==> src/rtl/fix_rx_msg_fifo.sv <==
// Receive FIFO that frames FIX messages on the <SOH>10=...<SOH> trailer and releases only complete ones.
// Optional per-message length limit: define FIX_RX_MAX_LEN_EN.
module fix_rx_msg_fifo #(
   parameter int DEPTH   = 256,
   parameter int ADDR_W  = 8,
   parameter int CNT_W   = 4,
   parameter int MAX_LEN = 128
) (
   input  logic             clk,
   input  logic             rst,
   input  logic [7:0]       data_i,
   input  logic             valid_i,
   output logic             ready_o,
   input  logic             stall_i,
   output logic [7:0]       message_o,
   output logic             valid_o,
   output logic             new_message_o,
   output logic             end_message_o,
   output logic [CNT_W-1:0] msg_count_o,
   output logic             overflow_o
);
   localparam logic [7:0]       SOH     = 8'h01;
   localparam logic [ADDR_W:0]  PTR_ONE = (ADDR_W+1)'(1);
   localparam logic [ADDR_W:0]  DEPTH_P = (ADDR_W+1)'(DEPTH);
   localparam logic [CNT_W-1:0] CNT_ONE = CNT_W'(1);
   localparam logic [CNT_W-1:0] CNT_MAX = '1;

   typedef enum logic [2:0] {W_BODY, W_S, W_1, W_10, W_CHK} trl_t;
   typedef enum logic [1:0] {R_IDLE, R_START, R_STREAM} rd_state_t;

   // Trailer tracker shared by the write and read sides; W_CHK + SOH closes a message.
   function automatic trl_t trl_next(input trl_t s, input logic [7:0] b);
      trl_t n;
      n = W_BODY;
      if (b == SOH) begin
         n = (s == W_CHK) ? W_BODY : W_S;
      end else begin
         case (s)
            W_S:     n = (b == 8'h31) ? W_1 : W_BODY;
            W_1:     n = (b == 8'h30) ? W_10 : W_BODY;
            W_10:    n = (b == 8'h3D) ? W_CHK : W_BODY;
            W_CHK:   n = W_CHK;
            default: n = W_BODY;
         endcase
      end
      return n;
   endfunction

   logic [ADDR_W:0]   wr_ptr_reg, wr_ptr_next;
   logic [ADDR_W:0]   commit_ptr_reg, commit_ptr_next;
   logic [ADDR_W:0]   rd_ptr_reg, rd_ptr_next;
   trl_t              w_state_reg, w_state_next;
   trl_t              r_trl_reg, r_trl_next;
   rd_state_t         r_state_reg, r_state_next;
   logic              drop_reg, drop_next;
   logic              ovf_reg, ovf_next;
   logic [CNT_W-1:0]  cnt_reg, cnt_next;
   logic [7:0]        rd_data_reg;
   logic [7:0]        mem [DEPTH];
   logic              full, msg_done, too_long, wr_en, commit, rd_en, rd_end;
   logic [ADDR_W-1:0] rd_addr;

   assign full     = (wr_ptr_reg - rd_ptr_reg) == DEPTH_P;
   assign msg_done = valid_i && (w_state_reg == W_CHK) && (data_i == SOH);

`ifdef FIX_RX_MAX_LEN_EN
   localparam logic [ADDR_W:0] MAX_LEN_P = (ADDR_W+1)'(MAX_LEN);
   assign too_long = !msg_done && ((wr_ptr_reg + PTR_ONE - commit_ptr_reg) == MAX_LEN_P);
`else
   // Keeps MAX_LEN referenced when the length limit is compiled out.
   logic unused_max_len;
   assign unused_max_len = (MAX_LEN != 0);
   assign too_long       = 1'b0;
`endif

   // Write side: store, commit on the closing SOH, or roll back to the last commit.
   always_comb begin
      wr_ptr_next     = wr_ptr_reg;
      commit_ptr_next = commit_ptr_reg;
      w_state_next    = w_state_reg;
      drop_next       = drop_reg;
      ovf_next        = ovf_reg;
      wr_en           = 1'b0;
      commit          = 1'b0;
      if (valid_i) begin
         w_state_next = trl_next(w_state_reg, data_i);
         if (drop_reg) begin
            if (msg_done) drop_next = 1'b0;
         end else if (full || too_long || (msg_done && cnt_reg == CNT_MAX)) begin
            wr_ptr_next = commit_ptr_reg;
            ovf_next    = 1'b1;
            drop_next   = !msg_done;
         end else begin
            wr_en       = 1'b1;
            wr_ptr_next = wr_ptr_reg + PTR_ONE;
            if (msg_done) begin
               commit          = 1'b1;
               commit_ptr_next = wr_ptr_reg + PTR_ONE;
            end
         end
      end
   end

   // Read side: one start cycle primes the RAM output, then stream until the closing SOH.
   always_comb begin
      r_state_next  = r_state_reg;
      r_trl_next    = r_trl_reg;
      rd_ptr_next   = rd_ptr_reg;
      new_message_o = 1'b0;
      valid_o       = 1'b0;
      end_message_o = 1'b0;
      rd_en         = 1'b0;
      rd_end        = 1'b0;
      rd_addr       = rd_ptr_reg[ADDR_W-1:0];
      case (r_state_reg)
         R_IDLE: begin
            if (cnt_reg != '0 && !stall_i) r_state_next = R_START;
         end
         R_START: begin
            new_message_o = 1'b1;
            rd_en         = 1'b1;
            r_trl_next    = W_BODY;
            r_state_next  = R_STREAM;
         end
         R_STREAM: begin
            if (!stall_i) begin
               valid_o     = 1'b1;
               rd_ptr_next = rd_ptr_reg + PTR_ONE;
               rd_en       = 1'b1;
               rd_addr     = ADDR_W'(rd_ptr_reg + PTR_ONE);
               r_trl_next  = trl_next(r_trl_reg, rd_data_reg);
               if (r_trl_reg == W_CHK && rd_data_reg == SOH) begin
                  end_message_o = 1'b1;
                  rd_end        = 1'b1;
                  r_state_next  = R_IDLE;
               end
            end
         end
         default: r_state_next = R_IDLE;
      endcase
   end

   always_comb begin
      case ({commit, rd_end})
         2'b10:   cnt_next = cnt_reg + CNT_ONE;
         2'b01:   cnt_next = cnt_reg - CNT_ONE;
         default: cnt_next = cnt_reg;
      endcase
   end

   always_ff @(posedge clk) begin
      if (wr_en) mem[wr_ptr_reg[ADDR_W-1:0]] <= data_i;
   end

   always_ff @(posedge clk or negedge rst) begin
      if (!rst) begin
         rd_data_reg <= '0;
      end else if (rd_en) begin
         rd_data_reg <= mem[rd_addr];
      end
   end

   always_ff @(posedge clk or negedge rst) begin
      if (!rst) begin
         wr_ptr_reg     <= '0;
         commit_ptr_reg <= '0;
         rd_ptr_reg     <= '0;
         w_state_reg    <= W_BODY;
         r_trl_reg      <= W_BODY;
         r_state_reg    <= R_IDLE;
         drop_reg       <= 1'b0;
         ovf_reg        <= 1'b0;
         cnt_reg        <= '0;
      end else begin
         wr_ptr_reg     <= wr_ptr_next;
         commit_ptr_reg <= commit_ptr_next;
         rd_ptr_reg     <= rd_ptr_next;
         w_state_reg    <= w_state_next;
         r_trl_reg      <= r_trl_next;
         r_state_reg    <= r_state_next;
         drop_reg       <= drop_next;
         ovf_reg        <= ovf_next;
         cnt_reg        <= cnt_next;
      end
   end

   assign ready_o     = !full;
   assign message_o   = rd_data_reg;
   assign msg_count_o = cnt_reg;
   assign overflow_o  = ovf_reg;
endmodule

==> config.mk <==
export PLATFORM = sky130hd
export DESIGN_NAME = fix_rx_msg_fifo
export DESIGN_NICKNAME = d
export VERILOG_FILES = /design/src/rtl/fix_rx_msg_fifo.sv
export SDC_FILE = /design/constraint.sdc
export NUM_CORES = 2
export LEC_CHECK = 0
export BUFFER_PORTS_ARGS = -buffer_cell sky130_fd_sc_hd__buf_2
export CAP_MARGIN = 15
export CORE_ASPECT_RATIO = 1.5
export CORE_MARGIN = 1
export CORE_UTILIZATION = 45
export CTS_CLUSTER_DIAMETER = 80
export DETAILED_ROUTE_END_ITERATION = 8
export SYNTH_ARGS = -nofsm -noshare
export SYNTH_HDL_FRONTEND = slang
export SYNTH_SLANG_ARGS = --single-unit
==> constraint.sdc <==
create_clock -name clk -period 10.6 [get_ports clk]
set_clock_uncertainty 0.15 [all_clocks]
set_input_delay 3.18 -clock clk [delete_from_list [all_inputs] [get_ports clk]]
set_output_delay 3.18 -clock clk [all_outputs]
set_load 0.02 [all_outputs]
### Word-level counts from Yosys, hierarchy flattened

Memory sizes are Yosys's and may differ from the RTL's. A register that Yosys moved wholly into a read port is not among the register bits.
Index checks and enable logic that the tools add are counted.

| cells by class | value |
|---|---|
| reductions and logical operators | 20 |
| muxes and demuxes | 41 |
| $add $sub $neg | 5 |
| bitwise gates (word level) | 3 |
| equal/unequal tests | 25 |

Operators by type and width:

| cell | count |
|---|---|
| $eq A8 B6 Y1 const B | 6 |
| $pmux W3 S4 | 2 |
| $mux W1 | 20 |
| $add A9 B1 Y9 const B | 2 |
| $eq A8 B1 Y1 const B | 2 |
| $mux W8 | 2 |
| $mux W3 | 5 |
| $mux W2 | 7 |
| $eq A3 B2 Y1 const B | 4 |
| $eq A9 B9 Y1 const B | 1 |
| $mux W9 | 1 |
| $sub A9 B9 Y9 | 1 |
| $pmux W4 S2 | 1 |
| $eq A3 B1 Y1 const B | 2 |
| $eq A3 B3 Y1 const B | 2 |
| $ne A2 B2 Y1 const B | 3 |
| $pmux W2 S3 | 1 |
| $pmux W3 S2 | 1 |
| $reduce_and A2 Y1 | 3 |
| $reduce_and A3 Y1 | 2 |
| $logic_and A1 B1 Y1 | 5 |
| $add A4 B1 Y4 const B | 1 |
| $eq A2 B1 Y1 const B | 2 |
| $eq A2 B2 Y1 const B | 2 |
| other kinds (10) | 16 |

| word-level totals | value |
|---|---|
| bits in writable memories | 2048 |
| input port bits | 12 |
| memories | 1 |
| word-level logic and storage cells | 104 |
| output and inout bits | 17 |
| register bits after elaboration | 41 |

Memory list:

| memory | words | width | read ports | clocked after Yosys merged registers in | write ports | RTL line | source |
|---|---|---|---|---|---|---|---|
| mem | 256 | 8 | 1 | 1 | 1 | 59 | `logic [7:0] mem [DEPTH];` |

### Longest topological paths before layout

| depth | value |
|---|---|
| depth after elaboration | 10 |
| mapped depth | 19 |
| gate-level depth less buffers | 17 |

### Least setup slack after synthesis

No wires, ideal clock.

| path | value |
|---|---|
| path kind | input to output |
| from | in stall_i |
| to | out end_message_o |
| path buffers | 5 |
| stages | 7 |
| data arrival time | 4828 ps |
| path slack | 2442 ps |
| data required time | 7270 ps |
| cells stage by stage | nand2b_2 buf_12 buf_2 buf_2 buf_1 buf_2 nor3_1 |

| between the ends | value |
|---|---|
| word-level cells in the longest chain between the ends | 2 |

Ends and longest elaborated chain:

| item | RTL line | source |
|---|---|---|
| start, declared | 14 | `input logic stall_i,` |
| $mux W1 | 126 | `if (!stall_i) begin` |
| $mux W1 | 115 | `case (r_state_reg)` |
| end, declared | 18 | `output logic end_message_o,` |

Every way passes these cells.

### Worst setup path in the final report

| path | value |
|---|---|
| from | in stall_i |
| to | out valid_o |

| between the ends | value |
|---|---|
| word-level cells in the longest chain between the ends | 2 |

Ends and longest elaborated chain:

| item | RTL line | source |
|---|---|---|
| $mux W1 | 126 |  |
| $mux W1 | 115 |  |
| end, declared | 16 | `output logic valid_o,` |

Every way passes these cells.

==> results by group <==
Timing
  • Rel. slew slack: 8.37%
  • F_max: 0.126 GHz
  • RSZ-0062 raised after global routing: false
  • Worst Tran Pin Value: 1360 ps
  • Min Tclk post-route: around 7900 ps
  • Final Hold Viols: 0
  • Setup TNS: 0 ps
  • Pins Over Slew Limit: 0
  • Min Hold Slack: 308 ps
  • Setup-failing EPs final: 0
  • Period utilisation layout: approximately three quarters

CTS
  • Num CTS Buffers: ~200
  • Clock Sink Count: between 2000 and 2500
  • CTS clk-pin slew, worst paths: 60 ps
  • Root Buffer: clkbuf_16
  • Bufs on Longest Clock Path: 4
  • Worst-skew pair later-pin latency: approximately 850 ps
  • H-tree depth: 4
  • Setup bufs post-CTS: 0
  • CTS tree: yes
  • Post-CTS sizing: 0
  • CTS Hold Bufs: 0

Layout
  • Post-layout instance area: 0.101 mm2
  • Commonest non-fill, non-tap cell in the layout: edfxtp_1
  • Max reg flops: roughly 2000
  • Nets: between 6000 and 7000
  • Share of cells above drive strength 1: 12.2%
  • Fill count: 16957
  • Area delta synth->final: 9.66%
  • Most frequent cells in the layout: edfxtp_1 (2048), nand2_1 (813), mux2i_1 (652)
  • Final non-filler cell total: 8983

Global route
  • Vias in the first global route: 56187
  • Overall routing resource usage: between 20% and 30%
  • Pin count of the biggest net entering global routing: 130
  • Initial antenna violation count: 15
  • First-pass GRT wire length: 421000 um
  • GRT overflow: 0

Drt
  • # DRC: 0
  • DRT iter0 DRCs: 6772
  • Via/cell ratio: roughly 6.4
  • Drt first pass iters: 6
  • DR vias: between 50000 and 60000
  • Antenna-violating nets left: 0
  • Detailed Route WL: ~300000 um
  • Per-cell routed wire length: 33.5 um

Yosys
  • Netlist cell types: 97
  • Yosys Warn Count: 0
  • Synth Cell Area: ~0.09 mm2
  • Syn Nets: around 6200
  • Async SR Flop Fraction: under 10%
  • Synthesized instance count: 6215
  • Syn_area_per_cell: 14.8 um2
  • Yosys reg bits: 2097
  • Register area share after synthesis: a little under 70%
  • Synth Flop Type: edfxtp_1
  • Post-synth EDFFs: 2048

Critical path
  • CP startpoint kind: input pin
  • Crit path DAT: approximately 4600 ps
  • Worst Path Required: 7270 ps
  • Crit Path Class: in -> out
  • Critical Path End Type: output pin
  • CP Max Fanout: 55

Placement
  • Post-DP HPWL: 195000 um
  • Post-placement cell count: between 8000 and 9000
  • Placement Cell Area: 0.0946 mm2
  • Routability-driven placement congestion ratio: about 1.0
  • Number of port buffers: 28

Die
  • Starting Density: 45.4%
  • # IOs: 29
  • Die area: 0.206 mm2
  • Core area: slightly above 0.2 mm2
  • Die Height: 555 um
  • Die W: ~370 um
  • Num rows: between 200 and 250

Worst hold path
  • Hold Path Class: reg -> reg

Status
  • Status: complete, no violations

Power and ir drop
  • Leakage power: around 31 nW
  • Power per cell area: 165 mW/mm2
  • Max IR drop VDD: ~130 uV

Run
  • Max Cap Violations: 0
==> through the flow <==
stage	util [%]	setup WS, ps	total power (W)
2_1_floorplan	-	2440	0.00962
3_3_place_gp	46.7	2300	0.00995
3_5_place_dp	46.8	2360	0.00997
4_1_cts	49.7	2710	0.0166
5_1_grt	49.7	2660	0.0169
6_report	49.7	2690	0.0166
==> worst max-delay path: stages <==
cell,delay (ps)
buf_2,160
nand2b_4,440
inv_12,400
buf_2,270
==> layout make-up <==
| cell class | count | area (um2) | share of cell area [%] |
|---|---|---|---|
| Antenna cell | 10 | 25.0 | 0.0249 |
| Clock buffer | 240 | 5070 | 5.04 |
| Clock inverter | 106 | 845 | 0.840 |
| Inverter | 30 | 153 | 0.152 |
| Multi-Input combinational cell | 3641 | 26600 | 26.5 |
| Sequential cell | 2097 | 62700 | 62.4 |
| Tap cell | 2652 | 3320 | 3.30 |
| Timing Repair Buffer | 207 | 1780 | 1.77 |
==> report_power, final <==
group,switching [W],leakage (nW),internal [W],total [W]
Combinational,0.000490,9.07,0.000110,0.000600
Clock,0.00309,2.91,0.00367,0.00675
Sequential,0.0000617,19.0,0.00915,0.00921
==> cells in the mapped netlist, types with 24 or more instances <==
cell | n | area (um2)
a211oi_1 | 140 | 1050
a21oi_1 | 183 | 916
a221oi_1 | 30 | 263
a22oi_1 | 50 | 375
a311oi_1 | 57 | 499
a31oi_1 | 74 | 463
a32oi_1 | 29 | 254
and3_1 | 50 | 313
buf_1 | 33 | 124
buf_2 | 221 | 1110
buf_4 | 61 | 458
clkbuf_1 | 103 | 387
dfrtp_1 | 49 | 1230
edfxtp_1 | 2048 | 61500
inv_1 | 24 | 90.1
mux2_2 | 35 | 394
mux2i_1 | 652 | 6530
mux4_2 | 205 | 4620
nand2_1 | 813 | 3050
nand3_1 | 305 | 1530
nand4_1 | 33 | 206
nor2_1 | 358 | 1340
nor2b_1 | 90 | 563
nor3_1 | 52 | 260
o21ai_0 | 70 | 350
o22ai_1 | 88 | 551
==> worst paths after layout <==
| kind | endpoint | depth (start not counted) | start | slack, ps |
|---|---|---|---|---|
| worst max-delay path | valid_o | 4 | stall_i | 2690 |
| worst min-delay path | overflow_o$_DFFE_PN0P_ | 1 | overflow_o$_DFFE_PN0P_ | 310 |
| worst max register to register | message_o[2]$_DFFE_PN0P_ | 11 | rd_ptr_reg[1]$_DFFE_PN0P_ | 4010 |
| worst min register to register | overflow_o$_DFFE_PN0P_ | 1 | overflow_o$_DFFE_PN0P_ | 310 |
| max in group asynchronous | rd_ptr_reg[1]$_DFFE_PN0P_ | 2 | rst | 7250 |
| min in group asynchronous | msg_count_o[0]$_DFFE_PN0P_ | 2 | rst | 2330 |
==> metal layers <==
layer | wire, um | part of all wire, % | track usage [%] | up-vias
met4 | 27500 | 9.1 | 22.8 | 10
li1 | - | - | - | 24156
met3 | 22200 | 7.4 | 4.73 | 844
met2 | 146000 | 49 | 47.7 | 2929
met5 | 69 | 0.023 | 0 | -
met1 | 105000 | 35 | 33.4 | 29541
==> cells by family after synthesis <==
family | synth area share (%)
AOI/OAI and AO/OA | 6.93
buffers and inverters | 2.81
muxes | 12.7
DFF | 68.4
xor gates and xnor gates | 0.285
adders and majority gates | 0.281
and+or+nand+nor | 8.62
No activity file was read; power rests on OpenSTA's default activity.
